### src/rtl/kmem_rcfg_sequencer_pkg.sv
// Shared types and sizing for the KMEM configuration-slot sequencer.
package kmem_rcfg_sequencer_pkg;

    localparam int KMEM_SIZE        = 8;
    localparam int N_ADDR_BITS_KMEM = $clog2(KMEM_SIZE);
    localparam int KMEM_ITER_W      = 8;
    localparam int KMEM_LOOP_W      = 8;

    typedef enum logic [1:0] {
        RCFG_IDLE = 2'd0,
        RCFG_RUN  = 2'd1,
        RCFG_DONE = 2'd2
    } rcfg_seq_state_e;

endpackage

### src/rtl/kmem_rcfg_sequencer_if.sv
// Control/status side of the sequencer: start/abort/stall, slot configuration and the
// rcfg_ctrl_addr stream consumed by the per-slot configuration readers.
interface kmem_rcfg_sequencer_if #(
    parameter int KMEM_SIZE        = kmem_rcfg_sequencer_pkg::KMEM_SIZE,
    parameter int N_ADDR_BITS_KMEM = $clog2(KMEM_SIZE),
    parameter int ITER_W           = kmem_rcfg_sequencer_pkg::KMEM_ITER_W,
    parameter int LOOP_W           = kmem_rcfg_sequencer_pkg::KMEM_LOOP_W
);
    logic                                 start_i;
    logic                                 abort_i;
    logic                                 stall_i;
    logic [N_ADDR_BITS_KMEM:0]            cfg_n_slots_i;
    logic [LOOP_W-1:0]                    cfg_n_loops_i;
    logic [KMEM_SIZE-1:0][ITER_W-1:0]     cfg_slot_iter_i;

    logic [N_ADDR_BITS_KMEM-1:0]          rcfg_ctrl_addr_o;
    logic                                 slot_valid_o;
    logic                                 slot_last_o;
    logic [LOOP_W-1:0]                    loop_cnt_o;
    logic                                 busy_o;
    logic                                 done_o;
    logic                                 cfg_err_o;

    modport master (
        output start_i, abort_i, stall_i, cfg_n_slots_i, cfg_n_loops_i, cfg_slot_iter_i,
        input  rcfg_ctrl_addr_o, slot_valid_o, slot_last_o, loop_cnt_o, busy_o, done_o,
               cfg_err_o
    );

    modport slave (
        input  start_i, abort_i, stall_i, cfg_n_slots_i, cfg_n_loops_i, cfg_slot_iter_i,
        output rcfg_ctrl_addr_o, slot_valid_o, slot_last_o, loop_cnt_o, busy_o, done_o,
               cfg_err_o
    );
endinterface

### src/rtl/kmem_rcfg_sequencer_dwell_cnt.sv
// Per-slot dwell counter: counts enabled cycles 0..limit-1 and flags the final one.
module kmem_dwell_cnt #(
    parameter int W = 8
) (
    input  logic         clk_i,
    input  logic         rst_i,
    input  logic [W-1:0] limit_i,
    input  logic         en_i,
    input  logic         clr_i,
    output logic         tc_o
);
    logic [W-1:0] cnt_q, cnt_d;

    // limit_i is at least 1, so limit_i - 1 never underflows.
    assign tc_o = (cnt_q >= (limit_i - W'(1)));

    // NOTE: next-state is assigned a default first so no path leaves it unassigned (no latch).
    always_comb begin
        cnt_d = cnt_q;
        if (clr_i) begin
            cnt_d = '0;
        end else if (en_i) begin
            cnt_d = tc_o ? '0 : cnt_q + W'(1);
        end
    end

    // NOTE: sequential state uses non-blocking assignments only.
    always_ff @(posedge clk_i) begin
        if (rst_i) cnt_q <= '0;
        else       cnt_q <= cnt_d;
    end
endmodule

### src/rtl/kmem_rcfg_sequencer.sv
// KMEM configuration-slot sequencer: walks rcfg_ctrl_addr through the active slots,
// dwelling per slot and repeating for a programmed number of loops.
module kmem_rcfg_sequencer #(
    parameter int KMEM_SIZE        = kmem_rcfg_sequencer_pkg::KMEM_SIZE,
    parameter int N_ADDR_BITS_KMEM = $clog2(KMEM_SIZE),
    parameter int ITER_W           = kmem_rcfg_sequencer_pkg::KMEM_ITER_W,
    parameter int LOOP_W           = kmem_rcfg_sequencer_pkg::KMEM_LOOP_W
) (
    input  logic                   clk_i,
    input  logic                   rst_i,
    kmem_rcfg_sequencer_if.slave   bus_if
);
    import kmem_rcfg_sequencer_pkg::*;

    localparam int NS_W = N_ADDR_BITS_KMEM + 1;

    rcfg_seq_state_e               state_q, state_d;
    logic [N_ADDR_BITS_KMEM-1:0]   slot_q, slot_d;
    logic [NS_W-1:0]               n_slots_q, n_slots_d;
    logic [LOOP_W-1:0]             n_loops_q, n_loops_d;
    logic [LOOP_W-1:0]             loop_q, loop_d;
    logic                          err_q, err_d;

    logic [ITER_W-1:0]             iter_cur;
    logic [ITER_W-1:0]             dwell_lim;
    logic [LOOP_W-1:0]             loop_inc;
    logic                          run;
    logic                          dwell_en;
    logic                          dwell_tc;
    logic                          slot_wrap;

    assign run       = (state_q == RCFG_RUN);
    assign dwell_en  = run && !bus_if.stall_i;
    assign iter_cur  = bus_if.cfg_slot_iter_i[slot_q];
    assign dwell_lim = (iter_cur == '0) ? ITER_W'(1) : iter_cur;
    assign slot_wrap = (({1'b0, slot_q} + NS_W'(1)) == n_slots_q);
    assign loop_inc  = loop_q + LOOP_W'(1);

    // Held clear outside RUN so every run and every restart begins at dwell 0.
    kmem_dwell_cnt #(.W(ITER_W)) u_dwell (
        .clk_i   (clk_i),
        .rst_i   (rst_i),
        .limit_i (dwell_lim),
        .en_i    (dwell_en),
        .clr_i   (!run),
        .tc_o    (dwell_tc)
    );

    always_comb begin
        state_d   = state_q;
        slot_d    = slot_q;
        n_slots_d = n_slots_q;
        n_loops_d = n_loops_q;
        loop_d    = loop_q;
        err_d     = err_q;
        unique case (state_q)
            RCFG_IDLE: begin
                if (bus_if.start_i) begin
                    if (bus_if.cfg_n_slots_i > NS_W'(KMEM_SIZE)) begin
                        err_d   = 1'b1;
                        state_d = RCFG_DONE;
                    end else if (bus_if.cfg_n_slots_i == '0) begin
                        state_d = RCFG_DONE;
                    end else begin
                        n_slots_d = bus_if.cfg_n_slots_i;
                        n_loops_d = bus_if.cfg_n_loops_i;
                        err_d     = 1'b0;
                        slot_d    = '0;
                        loop_d    = '0;
                        state_d   = RCFG_RUN;
                    end
                end
            end
            RCFG_RUN: begin
                // Abort wins over both stall and completion.
                if (bus_if.abort_i) begin
                    state_d = RCFG_IDLE;
                end else if (dwell_en && dwell_tc) begin
                    if (!slot_wrap) begin
                        slot_d = slot_q + N_ADDR_BITS_KMEM'(1);
                    end else begin
                        slot_d = '0;
                        loop_d = loop_inc;
                        if ((n_loops_q != '0) && (loop_inc == n_loops_q)) begin
                            state_d = RCFG_DONE;
                        end
                    end
                end
            end
            RCFG_DONE: state_d = RCFG_IDLE;
            default:   state_d = RCFG_IDLE;
        endcase
    end

    always_ff @(posedge clk_i) begin
        if (rst_i) begin
            state_q   <= RCFG_IDLE;
            slot_q    <= '0;
            n_slots_q <= '0;
            n_loops_q <= '0;
            loop_q    <= '0;
            err_q     <= 1'b0;
        end else begin
            state_q   <= state_d;
            slot_q    <= slot_d;
            n_slots_q <= n_slots_d;
            n_loops_q <= n_loops_d;
            loop_q    <= loop_d;
            err_q     <= err_d;
        end
    end

    assign bus_if.rcfg_ctrl_addr_o = run ? slot_q : '0;
    assign bus_if.slot_valid_o     = run;
    assign bus_if.slot_last_o      = dwell_tc && dwell_en;
    assign bus_if.loop_cnt_o       = loop_q;
    assign bus_if.busy_o           = run;
    assign bus_if.done_o           = (state_q == RCFG_DONE);
    assign bus_if.cfg_err_o        = err_q;
endmodule
### src/flat_wrapper.sv
// flat-port wrapper written by rule: the top's interface ports become plain ports
module kmem_rcfg_sequencer_flat import kmem_rcfg_sequencer_pkg::*;
#(
    parameter int KMEM_SIZE        = kmem_rcfg_sequencer_pkg::KMEM_SIZE,
    parameter int N_ADDR_BITS_KMEM = $clog2(KMEM_SIZE),
    parameter int ITER_W           = kmem_rcfg_sequencer_pkg::KMEM_ITER_W,
    parameter int LOOP_W           = kmem_rcfg_sequencer_pkg::KMEM_LOOP_W
)
  (clk_i, rst_i, bus_if_start_i, bus_if_abort_i, bus_if_stall_i, bus_if_cfg_n_slots_i, bus_if_cfg_n_loops_i, bus_if_cfg_slot_iter_i, bus_if_rcfg_ctrl_addr_o, bus_if_slot_valid_o, bus_if_slot_last_o, bus_if_loop_cnt_o, bus_if_busy_o, bus_if_done_o, bus_if_cfg_err_o);
  kmem_rcfg_sequencer_if #(.KMEM_SIZE(KMEM_SIZE), .N_ADDR_BITS_KMEM(N_ADDR_BITS_KMEM), .ITER_W(ITER_W), .LOOP_W(LOOP_W)) bus_if_i ();
  input  logic clk_i;
  input  logic rst_i;
  input wire logic [$bits(bus_if_i.start_i)-1:0] bus_if_start_i;
  input wire logic [$bits(bus_if_i.abort_i)-1:0] bus_if_abort_i;
  input wire logic [$bits(bus_if_i.stall_i)-1:0] bus_if_stall_i;
  input wire logic [$bits(bus_if_i.cfg_n_slots_i)-1:0] bus_if_cfg_n_slots_i;
  input wire logic [$bits(bus_if_i.cfg_n_loops_i)-1:0] bus_if_cfg_n_loops_i;
  input wire logic [$bits(bus_if_i.cfg_slot_iter_i)-1:0] bus_if_cfg_slot_iter_i;
  output wire logic [$bits(bus_if_i.rcfg_ctrl_addr_o)-1:0] bus_if_rcfg_ctrl_addr_o;
  output wire logic [$bits(bus_if_i.slot_valid_o)-1:0] bus_if_slot_valid_o;
  output wire logic [$bits(bus_if_i.slot_last_o)-1:0] bus_if_slot_last_o;
  output wire logic [$bits(bus_if_i.loop_cnt_o)-1:0] bus_if_loop_cnt_o;
  output wire logic [$bits(bus_if_i.busy_o)-1:0] bus_if_busy_o;
  output wire logic [$bits(bus_if_i.done_o)-1:0] bus_if_done_o;
  output wire logic [$bits(bus_if_i.cfg_err_o)-1:0] bus_if_cfg_err_o;
  assign bus_if_i.start_i = bus_if_start_i;
  assign bus_if_i.abort_i = bus_if_abort_i;
  assign bus_if_i.stall_i = bus_if_stall_i;
  assign bus_if_i.cfg_n_slots_i = bus_if_cfg_n_slots_i;
  assign bus_if_i.cfg_n_loops_i = bus_if_cfg_n_loops_i;
  assign bus_if_i.cfg_slot_iter_i = bus_if_cfg_slot_iter_i;
  assign bus_if_rcfg_ctrl_addr_o = bus_if_i.rcfg_ctrl_addr_o;
  assign bus_if_slot_valid_o = bus_if_i.slot_valid_o;
  assign bus_if_slot_last_o = bus_if_i.slot_last_o;
  assign bus_if_loop_cnt_o = bus_if_i.loop_cnt_o;
  assign bus_if_busy_o = bus_if_i.busy_o;
  assign bus_if_done_o = bus_if_i.done_o;
  assign bus_if_cfg_err_o = bus_if_i.cfg_err_o;
  kmem_rcfg_sequencer #(.KMEM_SIZE(KMEM_SIZE), .N_ADDR_BITS_KMEM(N_ADDR_BITS_KMEM), .ITER_W(ITER_W), .LOOP_W(LOOP_W)) u_core (.clk_i(clk_i), .rst_i(rst_i), .bus_if(bus_if_i));
endmodule
### config.mk
export PLATFORM = sky130hd
export DESIGN_NAME = kmem_rcfg_sequencer_flat
export DESIGN_NICKNAME = d
export VERILOG_FILES = /design/src/rtl/kmem_rcfg_sequencer_pkg.sv /design/src/rtl/kmem_rcfg_sequencer_if.sv /design/src/rtl/kmem_rcfg_sequencer_dwell_cnt.sv /design/src/rtl/kmem_rcfg_sequencer.sv /design/src/flat_wrapper.sv
export SDC_FILE = /design/constraint.sdc
export NUM_CORES = 1
export LEC_CHECK = 0
export ABC_CLOCK_PERIOD_IN_PS = 5200
export CORE_MARGIN = 2
export CORE_UTILIZATION = 37
export DETAILED_ROUTE_END_ITERATION = 10
export PLACE_DENSITY = 0.7
export SLEW_MARGIN = 20
export SYNTH_ARGS = -nofsm -noshare
export SYNTH_HDL_FRONTEND = slang
export SYNTH_SLANG_ARGS = --single-unit
### constraint.sdc
create_clock -name clk_i -period 5.2 [get_ports clk_i]
set_input_delay 0.52 -clock clk_i [delete_from_list [all_inputs] [get_ports clk_i]]
set_output_delay 0.52 -clock clk_i [all_outputs]
set_load 0.02 [all_outputs]
Yosys cells after proc, flatten, opt, wreduce, memory -nomap -nowiden. Cells that the tools add are included.

Memories kept: 0. Latch bits: 0. Word-level logic and storage cells: 76. Memory bits (writable): 0. Memory bits (read-only): 0. Flip-flop bits (word level): 34. Output and inout port bits: 16.

Shifts and indexed selects: 0. Div/mod/pow operators: 0. Mux-type cells: 29. $mul: 0. Magnitude comparators: 3. Add/sub/neg operators: 5. Reductions and logical operators: 15. Eq/ne operators: 14. Bitwise logic cells: 3.

Operator list (count): $mux 8 (9); $bmux 8 s3 (1); $mux 3 (7); $add 8x1->8 const B (2); $pmux 8 s2 (1); $mux 2 (7); $ne 2x2->1 const B (6); $ne 3x3->1 const B (3); $eq 8x8->1 (1); $ge 8x8->1 (1); $logic_not 8->1 (1); $reduce_and 4->1 (2); $reduce_bool 8->1 (1); $sub 8x1->8 const B (1); $reduce_and 7->1 (1); $pmux 3 s2 (1); $reduce_and 6->1 (1); $add 3x1->4 const B (1); $eq 4x4->1 (1); $gt 4x4->1 const B (1); $logic_not 4->1 (1); $lt 3x4->1 const B (1); $pmux 2 s2 (1); $add 3x1->3 const B (1); other kinds (11) (16).

Logic depth before layout (Yosys ltp). Gate-level depths: netlist of run 1.

Depth after elaboration: 10. Mapped depth: 20.

By module. From an unflattened synthesis of run 1, not the netlist that was laid out.

Cells, all modules: 297. Area total of the unflattened synthesis: 2676.3 um2.

Modules (own cells, without submodules): kmem_rcfg_sequencer (area an instance 2029.4 um2, cells an instance 217, instances 1, seq. area each 520.5 um2); kmem_dwell_cnt (area an instance 646.9 um2, cells an instance 80, instances 1, seq. area each 160.2 um2).

Least setup slack after synthesis of run 1. Ideal clock, no wire load.

Path type: input port to flip-flop. Start point: input port bus_if_cfg_slot_iter_i[52]. End point: register u_core.state_q[0]. Library setup time: 0.115 ns. Slack: 0.846 ns. Buffers on the path: 0. Stages: 17. Data arrival time: 4.239 ns. Cells stage by stage: mux4_2 > mux2i_1 > o2111ai_1 > nor3_2 > nand3_1 > and2_1 > ha_1 > o2111ai_1 > nor2_1 > xor2_1 > ha_1 > nand2_1 > or3_1 > o221a_2 > nor3_1 > nand4_1 > o21a_1.

Cells in the longest elaborated chain, start to end: 9.

RTL lines: start: declaration (RTL line flat_wrapper.sv:18) `input wire logic [$bits(bus_if_i.cfg_slot_iter_i)-1:0] bus_if_cfg_slot_iter_i;`; $bmux 8 s3 (*) (RTL line kmem_rcfg_sequencer.sv:34) `assign iter_cur = bus_if.cfg_slot_iter_i[slot_q];`; $mux 8 (not written as such) (*) (RTL line kmem_rcfg_sequencer.sv:34); $logic_not 8->1 (RTL line kmem_rcfg_sequencer.sv:35) `assign dwell_lim = (iter_cur == '0) ? ITER_W'(1) : iter_cur;`; $mux 8 (*) (RTL line kmem_rcfg_sequencer.sv:35); $sub 8x1->8 (*) (RTL line kmem_rcfg_sequencer_dwell_cnt.sv:15) `assign tc_o = (cnt_q >= (limit_i - W'(1)));`; $ge 8x8->1 (*) (RTL line kmem_rcfg_sequencer_dwell_cnt.sv:15); $logic_and 1x1->1 (*); via bus_if_slot_last_o (RTL line flat_wrapper.sv:21) `output wire logic [$bits(bus_if_i.slot_last_o)-1:0] bus_if_slot_last_o;`; $ne 3x3->1 (no line) (*); $reduce_and 4->1 (no line) (*); end signal: assignment (RTL line kmem_rcfg_sequencer.sv:104) `state_q <= state_d;`; end: declaration (RTL line kmem_rcfg_sequencer.sv:17) `rcfg_seq_state_e state_q, state_d;`.

Mark *: on every way through the listed nets, which the timed path passes. The rest lies on a longest branch. The select of a mux whose other input is x is not followed. A chain may end at the register's enable or synchronous reset.

Final worst setup path of run 1.
Start point: input port bus_if_cfg_slot_iter_i[44]. End point: output port bus_if_slot_last_o.

Cells in the longest elaborated chain, start to end: 7.

RTL lines: $bmux 8 s3 (*) (RTL line kmem_rcfg_sequencer.sv:34); $mux 8 (not written as such) (*) (RTL line kmem_rcfg_sequencer.sv:34); $logic_not 8->1 (RTL line kmem_rcfg_sequencer.sv:35); $mux 8 (*) (RTL line kmem_rcfg_sequencer.sv:35); $sub 8x1->8 (*) (RTL line kmem_rcfg_sequencer_dwell_cnt.sv:15); $ge 8x8->1 (*) (RTL line kmem_rcfg_sequencer_dwell_cnt.sv:15); $logic_and 1x1->1 (*) (RTL line kmem_rcfg_sequencer.sv:115) `assign bus_if.slot_last_o = dwell_tc && dwell_en;`; end: declaration (RTL line flat_wrapper.sv:21).

Mark *: on every way between the ends. The rest lies on a longest branch, timed or not. The select of a mux whose other input is x is not followed.

==> summary.txt, run 1 <==
Outcome
  • Status: completed

Placed design
  • Detail Placement HPWL: 6.03 mm
  • RD Place Congestion: between 0.8 and 0.9
  • # port buffers: between 90 and 100

Logic synthesis
  • Yosys warns: 0
  • Fraction of registers with async set/reset: 0%
  • Synth cell types: just under 60
  • Syn Area/Cell: 8.74 sq um
  • Ys flop type: dfxtp_1
  • Sequential area share after synthesis: between 20% and 30%
  • Syn Inst Count: between 300 and 400
  • Mapped Area: approximately 0.0027 sq mm
  • Post-synth EDFFs: 0
  • Seq cells post-synth: 34
  • Syn Nets: slightly below 400

STA
  • Clock skew: ~0.0099 ns
  • Period utilisation layout: approximately 93%
  • Final setup viols: 0
  • Hold Vio Cnt, Final: 0
  • Unrepaired setup endpoints after global routing: false
  • Minimum clock period: about 4.8 ns
  • Setup TNS Final: 0 ns
  • Slew @ Worst Pin: 0.877 ns
  • Max-slew violations: 0
  • Fmax: roughly 210 MHz
  • Max_slew headroom: between 40% and 50%

Detailed routing
  • DR pass1 iterations: 4
  • Vias after detailed routing: 2639
  • Drt wl/cell: 15.0 um
  • Via density: roughly 5.3
  • Total wire length: about 7.5 mm
  • DRC Markers: 0
  • Detailed Route Iter0 Violations: ~180
  • Post-route ant nets: 0

Die
  • Die height: 88.9 um
  • Initial Util: slightly below 40%
  • Io pins: 97
  • Die Area: around 0.0079 sq mm
  • Die W: between 80 and 90 um
  • Total core area: between 0.006 and 0.007 sq mm
  • Row count: 30

Pwr
  • Switching portion of total power: about 25%
  • Combinational cell fraction of total power: about 25%
  • Power per cell area: about 180 mW/mm^2
  • Max IR drop VDD: 122 uV
  • NetSw: between 150 and 200 uW
  • Internal power: between 500 and 600 uW
  • Clock power frac: between 30% and 40%
  • Final Power: about 700 uW
  • Flop pwr share: between 30 and 40%
  • Leakage: approximately 1.4 nW

Clock network
  • Clk root buf: clkbuf_8
  • Postcts setup bufs: 0
  • Clock sinks: 34
  • Worst-path clk slew: around 0.07 ns
  • Htree depth: 2
  • Clk_lat worst skew: ~0.29 ns
  • CTS Hold Bufs: 0
  • CTS max path bufs: 2
  • CTS Buf Count: 5
  • TritonCTS clock tree: done

Critical path
  • CP startpoint kind: input port
  • Flop-to-flop setup slack: between 0.8 and 0.9 ns
  • Crit end category: output port
  • Worst endpoint required time: around 4.7 ns
  • Critical path endpoint: bus_if_slot_last_o
  • Worst Reg2Reg Path Length in Cells: 17
  • Worst R2R End: u_core.bus_if.loop_cnt_o[4]
  • Crit path max fanout: 3
  • Origin of the critical flop-to-flop path: u_core.slot_q[1]
  • Crit path kind: input port to output port
  • Critical path arrival: 4.32 ns
  • Critical Path Source: bus_if_cfg_slot_iter_i[44]

Final layout
  • Commonest cells after routing, fill and taps aside: clkdlybuf4s50_1 (95), nand2_1 (38), dfxtp_1 (33), nor2_1 (26), a21oi_1 (23)
  • Number of diodes: 0
  • Layout cell share with drive strength beyond 1: 11.5%
  • Commonest non-fill, non-tap cell in the layout: clkdlybuf4s50_1
  • # nets final: 494
  • Filler instances: ~640
  • Synthesis-to-finish area growth: 44.4%
  • Post-layout util: roughly 56%

Global routing
  • Largest net degree at the start of global routing: 23
  • Global route total overflow: 0
  • GRT Total Usage: a little under a fifth
  • Vias in the first global route: 2451
  • Initial antenna violation count: 0
  • First-pass GRT wire length: roughly 12 mm

Flow run
  • Max cap viols: 0

Min path
  • Hold WC Path Type: flip-flop to flip-flop
  • HP Start: u_core.n_slots_q[1]
critical path, stage by stage:
cell and delay [ns]:
clkdlybuf4s50_1 0.41, mux4_2 0.47, mux2i_2 0.22, o2111ai_1 0.19, nor3_2 0.22, nand3_1 0.08
and2_1 0.18, ha_1 0.23, o2111ai_1 0.09, nor2_1 0.07, xor2_1 0.15, ha_1 0.27
nand2_1 0.05, or3_1 0.36, o221a_2 0.31, nor3_1 0.17, buf_4 0.16, clkbuf_2 0.16
power by group through the flow:
stage	registers, mW	clock network (mW)	logic, mW
after global routing	0.278	0.265	0.186
after CTS	0.277	0.253	0.171
after floorplan	0.282	0	0.0851
final	0.277	0.249	0.171
after detailed placement	0.283	0	0.170
after global placement	0.283	0	0.167
registers in the layout (all words and copies together), names as in the netlist:
register / flops
u_core.state_q: 2
u_core.bus_if.cfg_err_o: 1
u_core.n_slots_q: 4
u_core.slot_q: 3
u_core.n_loops_q: 8
u_core.u_dwell.cnt_q: 8
u_core.bus_if.loop_cnt_o: 8
cell usage after synthesis, types with 4 or more instances:
cell	instances	area share, %
a21oi_1	23	4.3
mux4_2	16	14
ha_1	12	5.6
buf_2	6	1.1
nand3_1	12	2.3
clkbuf_1	5	0.70
nand2_1	38	5.3
nor2_1	26	3.7
nor3_1	15	2.8
xor2_1	17	5.6
nand2b_1	4	0.94
mux2i_1	5	1.9
xnor2_1	9	3.0
o211ai_1	5	1.4
inv_1	5	0.70
and3_1	4	0.94
a21o_1	6	1.7
dfxtp_1	34	26
layer usage:
metal | vias to the layer above | part of all wire, % | track usage [%]
met1 | 1241 | 44 | 25.5
met3 | 7 | 3.6 | 3.05
li1 | 1328 | - | -
met5 | - | 0 | 0
met2 | 63 | 52 | 30.3
met4 | 0 | 0.82 | 4.27
worst min path at each step:
stage                          endpoint  cells after the start
global route        u_core.n_slots_q[1]                      2
detailed placement  u_core.n_slots_q[1]                      2
CTS                 u_core.n_slots_q[1]                      2
floorplan           u_core.n_slots_q[1]                      2
global placement    u_core.n_slots_q[1]                      2
finish              u_core.n_slots_q[1]                      2
repair_timing:
action,4_1_cts,5_1_grt
pin swaps,0,0
setup endpoints to repair,1,1
hold endpoints to repair,0,0
resized for setup,3,3
through the flow:
step,instance area (sq um),hold WS [ns],std cells,setup slack [ns]
after global placement,3740,0.455,490,0.0326
after floorplan,2670,0.448,305,0.846
final,3850,0.477,497,0.356
after global routing,3850,0.495,497,0.134
after detailed placement,3740,0.466,490,-0.0462
after CTS,3850,0.476,497,0.241
area by class of cell:
class / count / area [sq um] / area share [%]
tap: 96 / 120 / 3.12
clock inverter: 1 / 30.0 / 0.780
clock buffer: 6 / 82.6 / 2.14
timing repair buffer: 104 / 1030 / 26.7
sequential: 34 / 682 / 17.7
multi-input combinational: 250 / 1880 / 48.9
inverter: 6 / 22.5 / 0.585
logic make-up after synthesis:
logic type	share of synthesized area, %
simple gates	22.8
compound gates	16.4
flops	25.5
xor+xnor	8.54
mux	17.2
buf+inv	3.94
fa+ha+maj	5.63
Power figures use the tool's default switching activity.
==> run 2: changes to the inputs <==
--- a/config.mk
+++ b/config.mk
@@ -7,9 +7,10 @@
 export LEC_CHECK = 0
 export ABC_CLOCK_PERIOD_IN_PS = 5200
 export CORE_MARGIN = 2
-export CORE_UTILIZATION = 37
+export CORE_UTILIZATION = 45
+export CTS_CLUSTER_DIAMETER = 60
 export DETAILED_ROUTE_END_ITERATION = 10
-export PLACE_DENSITY = 0.7
+export PLACE_DENSITY = 0.83
 export SLEW_MARGIN = 20
 export SYNTH_ARGS = -nofsm -noshare
 export SYNTH_HDL_FRONTEND = slang
==> run 2 against run 1 <==
  * Core utilization rose by 9.9 points
  * Global-route usage grew 3.9 points
  * Sequential share of layout area grew 0.069 points
  * Clock power about the same
  * Combinational power barely moved
  * Total power is 0.44% higher
  * Maximum frequency fell by 2.2%
  * First-iteration DRC count fell by 37%
  * Sequential power barely moved
  * Die area fell by 17%
  * Via count rose by 1.1%
  * Clock-buffer cell count fell by 1
  * Critical path type unchanged
  * Largest power group unchanged
==> summary.txt, run 2 (synthesis gave the netlist of run 1 again) <==
Placed design
  • RD Place Congestion: 0.907 (+4.0%)
  • # port buffers: 96 (unchanged)
  • Detail Placement HPWL: 5.95 mm (-1.4%)
  • Setup WS pre-CTS: -0.0728 ns (-0.0266 ns)

Die
  • Initial Util: 45.8% (+7.0 points)
  • Row count: 28 (-6.7%)
  • Die height: 81.0 um (-8.9%)
  • Io pins: 97 (unchanged)
  • Die Area: 0.00656 sq mm (-17%)
  • Total core area: 0.00582 sq mm (-15%)
  • Die W: 81.0 um (-8.9%)

Critical path
  • Crit end category: output port
  • Critical path arrival: 4.44 ns (+0.12 ns)
  • Origin of the critical flop-to-flop path: u_core.slot_q[2]
  • CP startpoint kind: input port
  • Crit path kind: input port to output port
  • Worst endpoint required time: 4.68 ns (about the same)
  • CP cell instances: clkdlybuf4s50_1, mux4_2, mux2i_1, o2111ai_1, nor3_2, nand3_1, and2_1, ha_1, o2111ai_1, nor2_1, xor2_1, ha_1, nand2_1, or3_1, o221a_2, nor3_1, buf_4, dlygate4sd2_1
  • Slowest stage delay, CP: 0.47 ns (about the same)
  • Crit path max fanout: 3 (unchanged)
  • Slowest stage cell, crit path: mux4_2
  • Critical Path Source: bus_if_cfg_slot_iter_i[60]

Final layout
  • Filler instances: 522 (-19%)
  • Commonest non-fill, non-tap cell in the layout: clkdlybuf4s50_1
  • Synthesis-to-finish area growth: 43.8%
  • # nets final: 496 (+0.40%)
  • Number of diodes: 0 (unchanged)
  • Commonest cells after routing, fill and taps aside: clkdlybuf4s50_1 (95), nand2_1 (38), dfxtp_1 (33), nor2_1 (26), a21oi_1 (23)
  • Register Area: 682 sq um (unchanged)
  • Multi-input logic area: 0.00189 sq mm (+0.20%)
  • Layout cell share with drive strength beyond 1: 11.9% (+0.41 points)
  • Post-layout util: 65.9% (+9.9 points)

Detailed routing
  • DR pass1 iterations: 4 (unchanged)
  • Drt wl/cell: 15.3 um (+1.7%)
  • Via density: 5.57 (+4.9%)
  • Detailed Route Iter0 Violations: 110 (-37%)
  • Wl on met1: 3.17 mm (-2.9%)
  • Post-route ant nets: 0 (unchanged)
  • Total wire length: 7.32 mm (-2.0%)
  • Met2 Wirelength: 3.80 mm (-1.9%)
  • Vias after detailed routing: 2668 (+1.1%)
  • Met3 wire len: 228 um (-16%)
  • DRC Markers: 0 (unchanged)
  • Top Metal Used: met4

Flow run
  • Max cap viols: 0 (unchanged)

STA
  • Hold Vio Cnt, Final: 0 (unchanged)
  • Fin worst setup slack: 0.244 ns (-0.111 ns)
  • Fmax: 202 MHz (-2.2%)
  • Period utilisation layout: 95.3% (+2.1 points)
  • Max_slew headroom: 45.1% (+3.7 points)
  • Clock skew: 0.00868 ns (-0.00121 ns)
  • Minimum clock period: 4.96 ns (+0.111 ns)
  • Max-slew violations: 0 (unchanged)
  • Slew @ Worst Pin: 0.821 ns (-0.0560 ns)
  • Final setup viols: 0 (unchanged)
  • Unrepaired setup endpoints after global routing: false

Global routing
  • Vias in the first global route: 2537 (+3.5%)
  • Global route total overflow: 0 (unchanged)
  • Initial antenna violation count: 0 (unchanged)
  • Largest net degree at the start of global routing: 23 (unchanged)
  • First-pass GRT wire length: 11.3 mm (-2.0%)
  • GRT Total Usage: 22.3% (+3.9 points)

Pwr
  • Max IR drop VDD: 184 uV (+51%)
  • Leakage: 1.46 nW (+0.80%)
  • Power per cell area: 182 mW/mm^2 (+0.84%)

Clock network
  • CTS Hold Bufs: 0 (unchanged)
  • CTS Buf Count: 5 (unchanged)
  • Clk root buf: clkbuf_8
  • Worst-path clk slew: 0.07 ns (about the same)
  • Htree depth: 2 (unchanged)
  • Clk_lat worst skew: 0.30 ns (about the same)
  • CTS max path bufs: 2 (unchanged)
  • Clock sinks: 34 (unchanged)
  • TritonCTS clock tree: done

Outcome
  • Status: completed

Min path
  • Hold WC Path Type: flip-flop to flip-flop
  • HP Start: u_core.n_slots_q[2]
-- run 2: critical path: cells and delay by family --
kind | cells | cell delay (ns)
compound gates | 3 | 0.61
xor+xnor | 1 | 0.15
buf+inv | 3 | 0.90
simple gates | 7 | 1.07
fa+ha+maj | 2 | 0.50
mux | 2 | 0.69
-- run 2: per-layer routing --
| layer | GRT usage, % | vias to the layer above |
|---|---|---|
| met3 | 4.00 | 10 |
| met1 | 28.6 | 1285 |
| met2 | 36.7 | 46 |
| li1 | - | 1327 |
| met4 | 10.0 | 0 |
| met5 | 0 | - |
-- run 2: where the power goes --
| part | switching [mW] | internal, mW |
|---|---|---|
| Sequential | 0.00872 | 0.268 |
| Combinational | 0.0715 | 0.0991 |
| Clock | 0.109 | 0.143 |
| Total | 0.189 | 0.510 |
-- run 2: final cells by class --
cell class	instances	area share, %
flip-flops and latches	34	17.8
clock buffers	5	1.79
inverters	6	0.587
well taps	75	2.45
repair buffers	106	27.0
clock inverters	3	1.17
multi-input cells	250	49.2
-- run 2: worst paths after layout --
check | end | slack, ns | cells after the start
max reg2reg | u_core.bus_if.loop_cnt_o[3] | 0.81 | 17
min reg2reg | u_core.n_slots_q[2] | 0.47 | 2
max | bus_if_slot_last_o | 0.24 | 18
min | u_core.n_slots_q[2] | 0.47 | 2
-- run 2: stage by stage --
step	area, sq um	hold WS [ns]	cells	power, mW	TNS (ns)
6_report	3830	0.473	479	0.699	0
3_3_place_gp	3710	0.457	470	0.447	0
4_1_cts	3820	0.475	478	0.702	0
5_1_grt	3830	0.497	479	0.731	0
3_5_place_dp	3710	0.465	470	0.453	-0.0728
2_1_floorplan	2670	0.448	305	0.367	0
-- run 2: repair_timing --
item                       4_1_cts  5_1_grt
gates cloned                     0        0
setup endpoints to repair        1        1
pin swaps                        0        1
setup buffers                    0        1
resized for setup                3        1
